**src/rtl/mult_div_pkg.sv**
```systemverilog
// Shared definitions for the iterative multiply/divide unit: operation and
// state encodings, the iteration count, and small op-decoding helpers.
package mult_div_pkg;

  localparam int ITER_COUNT = 32;

  typedef enum logic [1:0] {
    OP_MULT  = 2'b00,
    OP_MULTU = 2'b01,
    OP_DIV   = 2'b10,
    OP_DIVU  = 2'b11
  } op_e;

  typedef enum logic [1:0] {
    S_IDLE = 2'b00,
    S_RUN  = 2'b01,
    S_SIGN = 2'b10,
    S_DONE = 2'b11
  } state_e;

  // Bit 1 of the op code selects the divide family.
  function automatic logic op_is_div(input logic [1:0] op);
    return op[1];
  endfunction

  // Bit 0 clear selects the signed variant (MULT, DIV).
  function automatic logic op_is_signed(input logic [1:0] op);
    return ~op[0];
  endfunction

endpackage

```
**src/rtl/mult_div_core.sv**
```systemverilog
// Iterative datapath for mult_div_unit: magnitude capture, one shift-add
// (multiply) or restoring-subtract (divide) step per cycle, and the
// combinational sign fix applied to the final magnitude result.
// The divider half exists only when MULT_DIV_UNIT_DIVIDE_EN is defined.
module mult_div_core
  import mult_div_pkg::*;
#(
  parameter int WIDTH = 32
) (
  input  logic             clk,
  input  logic             load,
  input  logic             step,
  input  logic             signed_op,
`ifdef MULT_DIV_UNIT_DIVIDE_EN
  input  logic             div_op,
`endif
  input  logic [WIDTH-1:0] src_a,
  input  logic [WIDTH-1:0] src_b,
  output logic [WIDTH-1:0] res_hi,
  output logic [WIDTH-1:0] res_lo
);

  logic             neg_a_in, neg_b_in;
  logic [WIDTH-1:0] mag_a, mag_b;
  logic             neg_a, neg_b;
  logic [WIDTH-1:0] acc_hi, acc_lo, opnd;
  logic [WIDTH:0]   sum;
  logic [WIDTH-1:0] nxt_hi, nxt_lo;
  logic [2*WIDTH-1:0] prod_fix;
`ifdef MULT_DIV_UNIT_DIVIDE_EN
  logic             div_q;
  logic [WIDTH:0]   rem_sh, diff;
  logic             q_bit;
`endif

  // Operand magnitudes; unsigned ops never negate.
  always_comb begin
    neg_a_in = signed_op & src_a[WIDTH-1];
    neg_b_in = signed_op & src_b[WIDTH-1];
    mag_a    = neg_a_in ? -src_a : src_a;
    mag_b    = neg_b_in ? -src_b : src_b;
  end

  // Next accumulator value for one iteration of the selected algorithm.
  always_comb begin
    sum    = {1'b0, acc_hi} + (acc_lo[0] ? {1'b0, opnd} : '0);
    nxt_hi = sum[WIDTH:1];
    nxt_lo = {sum[0], acc_lo[WIDTH-1:1]};
`ifdef MULT_DIV_UNIT_DIVIDE_EN
    rem_sh = {acc_hi, acc_lo[WIDTH-1]};
    diff   = rem_sh - {1'b0, opnd};
    q_bit  = (rem_sh >= {1'b0, opnd});
    if (div_q) begin
      nxt_hi = q_bit ? diff[WIDTH-1:0] : rem_sh[WIDTH-1:0];
      nxt_lo = {acc_lo[WIDTH-2:0], q_bit};
    end
`endif
  end

  // Datapath registers: load magnitudes on accept, then iterate while stepping.
  always_ff @(posedge clk) begin
    if (load) begin
      neg_a  <= neg_a_in;
      neg_b  <= neg_b_in;
      acc_hi <= '0;
`ifdef MULT_DIV_UNIT_DIVIDE_EN
      div_q  <= div_op;
      acc_lo <= div_op ? mag_a : mag_b;
      opnd   <= div_op ? mag_b : mag_a;
`else
      acc_lo <= mag_b;
      opnd   <= mag_a;
`endif
    end else if (step) begin
      acc_hi <= nxt_hi;
      acc_lo <= nxt_lo;
    end
  end

  // Sign fix: product sign is the XOR of operand signs; for divide the
  // quotient follows that XOR and the remainder follows the dividend.
  always_comb begin
    prod_fix = (neg_a ^ neg_b) ? -{acc_hi, acc_lo} : {acc_hi, acc_lo};
    res_hi   = prod_fix[2*WIDTH-1:WIDTH];
    res_lo   = prod_fix[WIDTH-1:0];
`ifdef MULT_DIV_UNIT_DIVIDE_EN
    if (div_q) begin
      res_lo = (neg_a ^ neg_b) ? -acc_lo : acc_lo;
      res_hi = neg_a ? -acc_hi : acc_hi;
    end
`endif
  end

endmodule

```
**src/rtl/mult_div_unit.sv**
```systemverilog
// Iterative 32-bit multiply/divide unit: FSM (IDLE/RUN/SIGN/DONE), 6-bit
// iteration counter and registered outputs around mult_div_core.
// Define MULT_DIV_UNIT_DIVIDE_EN to build the divider; without it DIV/DIVU
// finish in one RUN cycle with divByZero set and hi/lo untouched.
module mult_div_unit
  import mult_div_pkg::*;
#(
  parameter int WIDTH = 32
) (
  input  logic             clk,
  input  logic             rst_n,
  input  logic             start,
  input  logic [1:0]       op,
  input  logic [WIDTH-1:0] srcA,
  input  logic [WIDTH-1:0] srcB,
  output logic             busy,
  output logic             done,
  output logic [WIDTH-1:0] hi,
  output logic [WIDTH-1:0] lo,
  output logic             divByZero
);

  state_e           state;
  logic [5:0]       cnt;
  logic             div_q;
  logic             load, step, div_fast;
  logic [WIDTH-1:0] res_hi, res_lo;
`ifdef MULT_DIV_UNIT_DIVIDE_EN
  logic             b_zero;
`endif

  // A request is taken only when no operation is in flight.
  always_comb begin
    load = start & ((state == S_IDLE) | (state == S_DONE));
    step = (state == S_RUN);
`ifdef MULT_DIV_UNIT_DIVIDE_EN
    div_fast = div_q & b_zero;
`else
    div_fast = div_q;
`endif
  end

  mult_div_core #(.WIDTH(WIDTH)) u_core (
    .clk       (clk),
    .load      (load),
    .step      (step),
    .signed_op (op_is_signed(op)),
`ifdef MULT_DIV_UNIT_DIVIDE_EN
    .div_op    (op_is_div(op)),
`endif
    .src_a     (srcA),
    .src_b     (srcB),
    .res_hi    (res_hi),
    .res_lo    (res_lo)
  );

  // Control FSM with counter and registered status/result outputs.
  always_ff @(posedge clk or negedge rst_n) begin
    if (!rst_n) begin
      state     <= S_IDLE;
      cnt       <= '0;
      busy      <= 1'b0;
      done      <= 1'b0;
      hi        <= '0;
      lo        <= '0;
      divByZero <= 1'b0;
      div_q     <= 1'b0;
`ifdef MULT_DIV_UNIT_DIVIDE_EN
      b_zero    <= 1'b0;
`endif
    end else begin
      case (state)
        S_IDLE, S_DONE: begin
          done <= 1'b0;
          if (start) begin
            state     <= S_RUN;
            busy      <= 1'b1;
            cnt       <= '0;
            divByZero <= 1'b0;
            div_q     <= op_is_div(op);
`ifdef MULT_DIV_UNIT_DIVIDE_EN
            b_zero    <= (srcB == '0);
`endif
          end else begin
            state <= S_IDLE;
          end
        end
        S_RUN: begin
          if (div_fast) begin
            state     <= S_DONE;
            busy      <= 1'b0;
            done      <= 1'b1;
            divByZero <= 1'b1;
            cnt       <= '0;
          end else if (cnt == 6'(ITER_COUNT - 1)) begin
            state <= S_SIGN;
            cnt   <= '0;
          end else begin
            cnt <= cnt + 6'd1;
          end
        end
        S_SIGN: begin
          state <= S_DONE;
          busy  <= 1'b0;
          done  <= 1'b1;
          hi    <= res_hi;
          lo    <= res_lo;
        end
        default: state <= S_IDLE;
      endcase
    end
  end

endmodule

```
**config.mk**
```make
export PLATFORM = sky130hd
export DESIGN_NAME = mult_div_unit
export DESIGN_NICKNAME = d
export VERILOG_FILES = /design/src/rtl/mult_div_pkg.sv /design/src/rtl/mult_div_core.sv /design/src/rtl/mult_div_unit.sv
export SDC_FILE = /design/constraint.sdc
export NUM_CORES = 1
export LEC_CHECK = 0
export CAP_MARGIN = 0
export CORE_ASPECT_RATIO = 0.7
export CORE_UTILIZATION = 51
export CTS_CLUSTER_SIZE = 12
export DETAILED_ROUTE_END_ITERATION = 10
export PLACE_DENSITY_LB_ADDON = 0.12
export SYNTH_ARGS = -nofsm -noshare
export SYNTH_HDL_FRONTEND = slang
export SYNTH_HIERARCHICAL = 1
export SYNTH_SLANG_ARGS = --single-unit
```
**constraint.sdc**
```tcl
create_clock -name clk -period 3 [get_ports clk]
set_clock_uncertainty 0.1 [all_clocks]
set_input_delay 0.45 -clock clk [delete_from_list [all_inputs] [get_ports clk]]
set_output_delay 0.45 -clock clk [all_outputs]
set_load 0.01 [all_outputs]
```
# [Yosys cells after proc, flatten, opt, wreduce, memory -nomap -nowiden]
# Index checks and enable logic that the tools add are counted.
[word_totals] elab_cells=60 register_bits=174
[op_classes] muxes=21 bitwise_logic=6 addsub=5 reduce_logical=8 n_eq_ne=7
[ops] cell="32-bit two-way mux" n=5
[ops] cell="64-bit two-way mux" n=1
[ops] cell="32-bit negation" n=2
[ops] cell="64-bit negation" n=1
[ops] cell="32-bit by 33-bit adder with 33-bit output" n=1
[ops] cell="6-bit two-way mux" n=3
[ops] cell="6-bit case mux with 2 select lines" n=1
[ops] cell="6-bit by 1-bit adder with 6-bit output (second input constant)" n=1
[ops] cell="6-bit by 5-bit equality test with 1-bit output (second input constant)" n=1
[ops] cell="1-bit case mux with 3 select lines" n=2
[ops] cell="2-bit case mux with 3 select lines" n=1
[ops] cell="2-bit AND reduction" n=3
[ops] cell="1-bit two-way mux" n=5
[ops] cell="2-bit equality test (second input constant)" n=2
[ops] cell="2-bit two-way mux" n=2
[ops] cell="2-bit inequality test (second input constant)" n=2
[ops] cell="2-bit nonzero test" n=2
[ops] cell="1-bit AND" n=3
[ops] cell="3-bit by 2-bit inequality test with 1-bit output (second input constant)" n=1
[ops] cell="3-bit AND reduction" n=1
[ops] cell="2-bit by 1-bit equality test with 1-bit output (second input constant)" n=1
[ops] cell="2-bit zero test" n=1
[ops] cell="1-bit case mux with 2 select lines" n=1
[ops] cell="2-bit OR reduction" n=1
[ops] cell="other kinds (3)" n=3

# [Longest topological paths before layout]
[depth] ltp_word=4 depth_mapped=12 depth_no_buf=10

# [Cells and area by module]
# Netlist, hierarchy kept.
[by_module_without_submodules] mod="mult_div_core" instances=1 cells_each=966 area_each_um2=8082.8
[by_module_without_submodules] mod="mult_div_unit" instances=1 cells_each=197 area_each_um2=2991.6

# [Worst setup path after synthesis]
# Ideal clock, no wire load.
[synth_timing] path_kind="register -> register" start="reg state[0]" end="reg u_core.acc_lo[0], enable pin" period_less_slack_ns=3.197 setup_slack_ns=-0.197 t_arrival_ns=2.709 stages_incl_launch_ff=9 t_required_ns=2.512 path_buffers=2 cell_sequence="dfrtp_1 > inv_1 > ha_1 > buf_6 > nand2_1 > inv_1 > clkbuf_1 > nor2_1 > inv_1"
[synth_via] elab_chain_cells=4 word_cells_on_any_way=6 cone_classes="2 x eq/ne; 2 x bitwise; 2 x reduce/logical"
[synth_rtl] item="from (decl)" line="mult_div_unit.sv:23" rtl="state_e state;"
[synth_rtl] item="from (signal assigned)" line="mult_div_unit.sv:60" rtl="state <= S_IDLE;"
[synth_rtl] item="from (signal assigned)" line="mult_div_unit.sv:76" rtl="state <= S_RUN;"
[synth_rtl] item="from (signal assigned)" line="mult_div_unit.sv:85" rtl="state <= S_IDLE;"
[synth_rtl] item="2-bit equality test / 2-bit zero test (equally long branches)" line="mult_div_unit.sv:34" rtl="load = start & ((state == S_IDLE) | (state == S_DONE));"
[synth_rtl] item="1-bit bitwise OR (*)" line="mult_div_unit.sv:34"
[synth_rtl] item="1-bit AND (*)" line="mult_div_unit.sv:34"
[synth_rtl] item="via load" line="mult_div_unit.sv:26" rtl="logic load, step, div_fast;"
[synth_rtl] item="2-bit nonzero test (no source line) (*)"
[synth_rtl] item="to (signal assigned)" line="mult_div_core.sv:71" rtl="acc_lo <= mag_b;"
[synth_rtl] item="to (signal assigned)" line="mult_div_core.sv:76" rtl="acc_lo <= nxt_lo;"
[synth_rtl] item="to (decl)" line="mult_div_core.sv:26" rtl="logic [WIDTH-1:0] acc_hi, acc_lo, opnd;"
# Mark *: on every way through the listed nets, which the timed path passes. The rest lies on a longest branch.
# A chain may end at the register's enable or synchronous reset.

# [Worst setup path in the final report]
[layout_timing] start="reg u_core.acc_lo[0]" end="reg u_core.acc_hi[29]"
[layout_via] elab_chain_cells=2
[layout_rtl] item="32-bit two-way mux" line="mult_div_core.sv:46" rtl="sum = {1'b0, acc_hi} + (acc_lo[0] ? {1'b0, opnd} : '0);"
[layout_rtl] item="32-bit by 33-bit adder with 33-bit output" line="mult_div_core.sv:46"
[layout_rtl] item="to (signal assigned)" line="mult_div_core.sv:75" rtl="acc_hi <= nxt_hi;"
[layout_rtl] item="to (decl)" line="mult_div_core.sv:26"
# No other way between the ends.

==> run_results.csv <==
group,metric,value,unit
layout,final_util,68.8,%
timing,slew_viol_final,0,
die,rows,44,
die,core,0.0210,mm^2
timing,hold_viol_final,0,
yosys,synth_edf_count,66,
drt,route.detailed.drc,0,
clocking,cts_hold_buf,0,
place,post-place-ws,-0.0717,ns
place,dp_hpwl,23200,um
pwr,leakage,5.64,nW
layout,multiInputGateArea,0.00659,mm^2
layout,area_delta_synth_final,30.6,%
yosys,synth_flop_cell,"dfrtp_1",
drt,ant_nets,0,
yosys,postSynth.asyncResetShare,43.7,%
yosys,synth.avg_cell_area,9.52,um^2
timing,grt_setup_unrepaired,"yes",
global_routing,grt_max_degree,77,
run,cap_violations,0,
yosys,synth_top_family_by_area,"compound AO/OA/AOI/OAI gates",
yosys,synth_adder_area_share,4.47,%
yosys,synth_largest_area_cell,"edfxtp_1",
critical_path,crit_path_max_fanout,7,
yosys,synth_area,0.0111,mm^2
layout,fillers,1674,
yosys,syn_inst,1163,
run_status,violations,"setup timing",
critical_path,cp.required,3.23,ns
die,boundaryPins,136,
place,routabilityCongestion,0.958,
layout,regArea,0.00453,mm^2
die,die_x,178,um
critical_path,worstSetupPathType,"register to register",
global_routing,grt_pass1_vias,9282,
global_routing,grt_pass1_wl,49500,um
drt,dr.pass1.iters,5,
drt,wire_per_inst,18.7,um
global_routing,grtUsageTotal,28.4,%
run_status,status,"finished with violations",
timing,setup_violations,1,
drt,vias,9906,
critical_path,start_kind,"register",
yosys,synth_cell_type_count,70,
layout,drive_gt1_share,20.6,%
clocking,htree_levels,4,
yosys,synth_compound_gate_area_share,16.8,%
clocking,clock-root-buffer,"clkbuf_16",
yosys,seq_area_frac_synth,40.9,%
critical_path,cp_data_arrival_time,3.25,ns
clocking,clkLatencyLatePin,0.44,ns
layout,final_cells,1673,
timing,relSlewSlack,35.5,%
die,initial_core_util,52.7,%
pwr,total_power,15.6,mW
timing,fin_ws,-0.0222,ns
clocking,cts_made_buffers,17,
drt,via_per_inst,5.92,
pwr,vdd_drop_max,0.727,mV
global_routing,grt-ovfl-total,0,
timing,max_freq,331,MHz
yosys,muxShareOfSynthArea,7.93,%
yosys,synthTopCellsByArea,"edfxtp_1 (18%), dfrtp_1 (17%), mux2_2 (6.8%)",
yosys,ys_warn_count,6,
clocking,clock_path_buffers,2,
die,die_area,0.0223,mm^2
layout,antennaDiodeCount,0,
drt,drtIter0Drc,993,
timing,timing.final.crit_share,101,%
global_routing,antenna_found_initial,0,
yosys,synthDominantCellAreaShare,17.9,%
yosys,synth_most_common_cell,"nor2_1",
yosys,ys_ff_latch,174,
clocking,cts_tree,"done",
yosys,syn-num-nets,1271,
critical_path,end_kind,"register",
timing,period_needed,3.02,ns
place,place_inst,1636,
drt,finalWirelength,31300,um
pwr,p_per_area,1080,mW/mm^2
yosys,synth.top_cells.by_count,"nor2_1 (108), a21oi_1 (100), nand2_1 (78)",
yosys,synth_simple_gate_area_share,16.7,%
timing,tightest_slew,0.968,ns
place,place.port_buffers,135,
hold_path,hp-class,"input pin to asynchronous set/reset pin",
layout,nNetsFinal,1492,
clocking,clk_pin_slew,0.07,ns
die,die_h,125,um
yosys,synthXorXnorAreaFrac,10.6,%
clocking,clock_sinks,174,
[cell type report]
type,count,share of cell area [%]
inverters,27,0.753
well taps,276,2.39
clock buffers,19,3.14
clock inverters,13,1.04
repair buffers,250,15.8
multi-input cells,914,45.6
flip-flops and latches,174,31.3
[per-layer routing]
metal / global-route usage (%) / part of all wire, %
met1: 43.6 / 49
met2: 40.0 / 42
met3: 6.33 / 7.1
met4: 6.74 / 1.6
met5: 0 / 0
[worst max-delay path, cell delays in order, from the launching register on]
cell and delay (ns):
edfxtp_1 0.44, buf_6 0.17, and2_4 0.14, ha_4 0.17
fa_2 0.42, a211oi_4 0.26, o211ai_1 0.26, a21oi_2 0.23
buf_4 0.15, nor3_2 0.04, or3_1 0.31, a32o_1 0.22
[logic make-up after synthesis]
kind of cell               after synthesis
AOI/OAI and AO/OA                      295
xor gates and xnor gates               134
adders and majority gates               39
buffers and inverters                   75
DFF                                    174
muxes                                   79
and+or+nand+nor                        367
[registers in the layout, indices dropped and copies added, names as in the netlist, 2 cells and up]
signal,cells
hi,32
lo,32
u_core/acc_hi,32
u_core/acc_lo,32
u_core/opnd,32
cnt,6
state,2
[where the power goes]
group	total, mW	switching, mW	internal, mW
clock	2.28	0.992	1.29
combinational	8.69	4.54	4.15
sequential	4.63	0.849	3.78
[per-stage QoR]
step	hold slack, ns	setup TNS, ns	instance area, um^2
5_1_grt	0.137	-0.559	14500
6_report	0.0510	-0.0222	14500
2_1_floorplan	0.0544	0	11100
4_1_cts	0.0902	0	14100
3_5_place_dp	0.393	-0.361	13500
3_3_place_gp	0.367	-0.102	13500
[cell usage in the layout (no fill, tap or decap), types with 31 or more instances in the layout]
cell type | netlist | routed
xnor2_1 | 70 | 69
dfxtp_1 | 32 | 31
edfxtp_1 | 66 | 66
clkdlybuf4s50_1 | 0 | 134
nand2_1 | 78 | 76
xor2_1 | 64 | 64
o21ai_0 | 66 | 57
a21oi_1 | 100 | 86
dfrtp_1 | 76 | 76
buf_4 | 1 | 107
and2_1 | 37 | 36
mux2_2 | 67 | 64
nor2_1 | 108 | 106
[final timing paths]
check | from | endpoint | slack [ns] | cells after the start
max | u_core/acc_lo[0]$_DFFE_PP_ | u_core/acc_hi[29]$_SDFFE_PP0P_ | -0.02 | 11
min | rst_n | cnt[2]$_DFFE_PN0P_ | 0.05 | 1
max reg2reg | u_core/acc_lo[0]$_DFFE_PP_ | u_core/acc_hi[29]$_SDFFE_PP0P_ | -0.02 | 11
min reg2reg | done$_DFFE_PN0P_ | done$_DFFE_PN0P_ | 0.40 | 2
max in group asynchronous | rst_n | lo[29]$_DFFE_PN0P_ | 2.10 | 1
min in group clk | done$_DFFE_PN0P_ | done$_DFFE_PN0P_ | 0.40 | 2
[timing repair]
| action | 4_1_cts | 5_1_grt |
|---|---|---|
| gates resized for setup | 6 | 76 |
| hold endpoints to repair | 0 | 0 |
| setup endpoints to repair | 6 | 28 |
| setup buffers | 1 | 4 |
| cloned | 0 | 1 |
| pin swaps | 3 | 16 |
No activity file was read; power rests on OpenSTA's default activity.
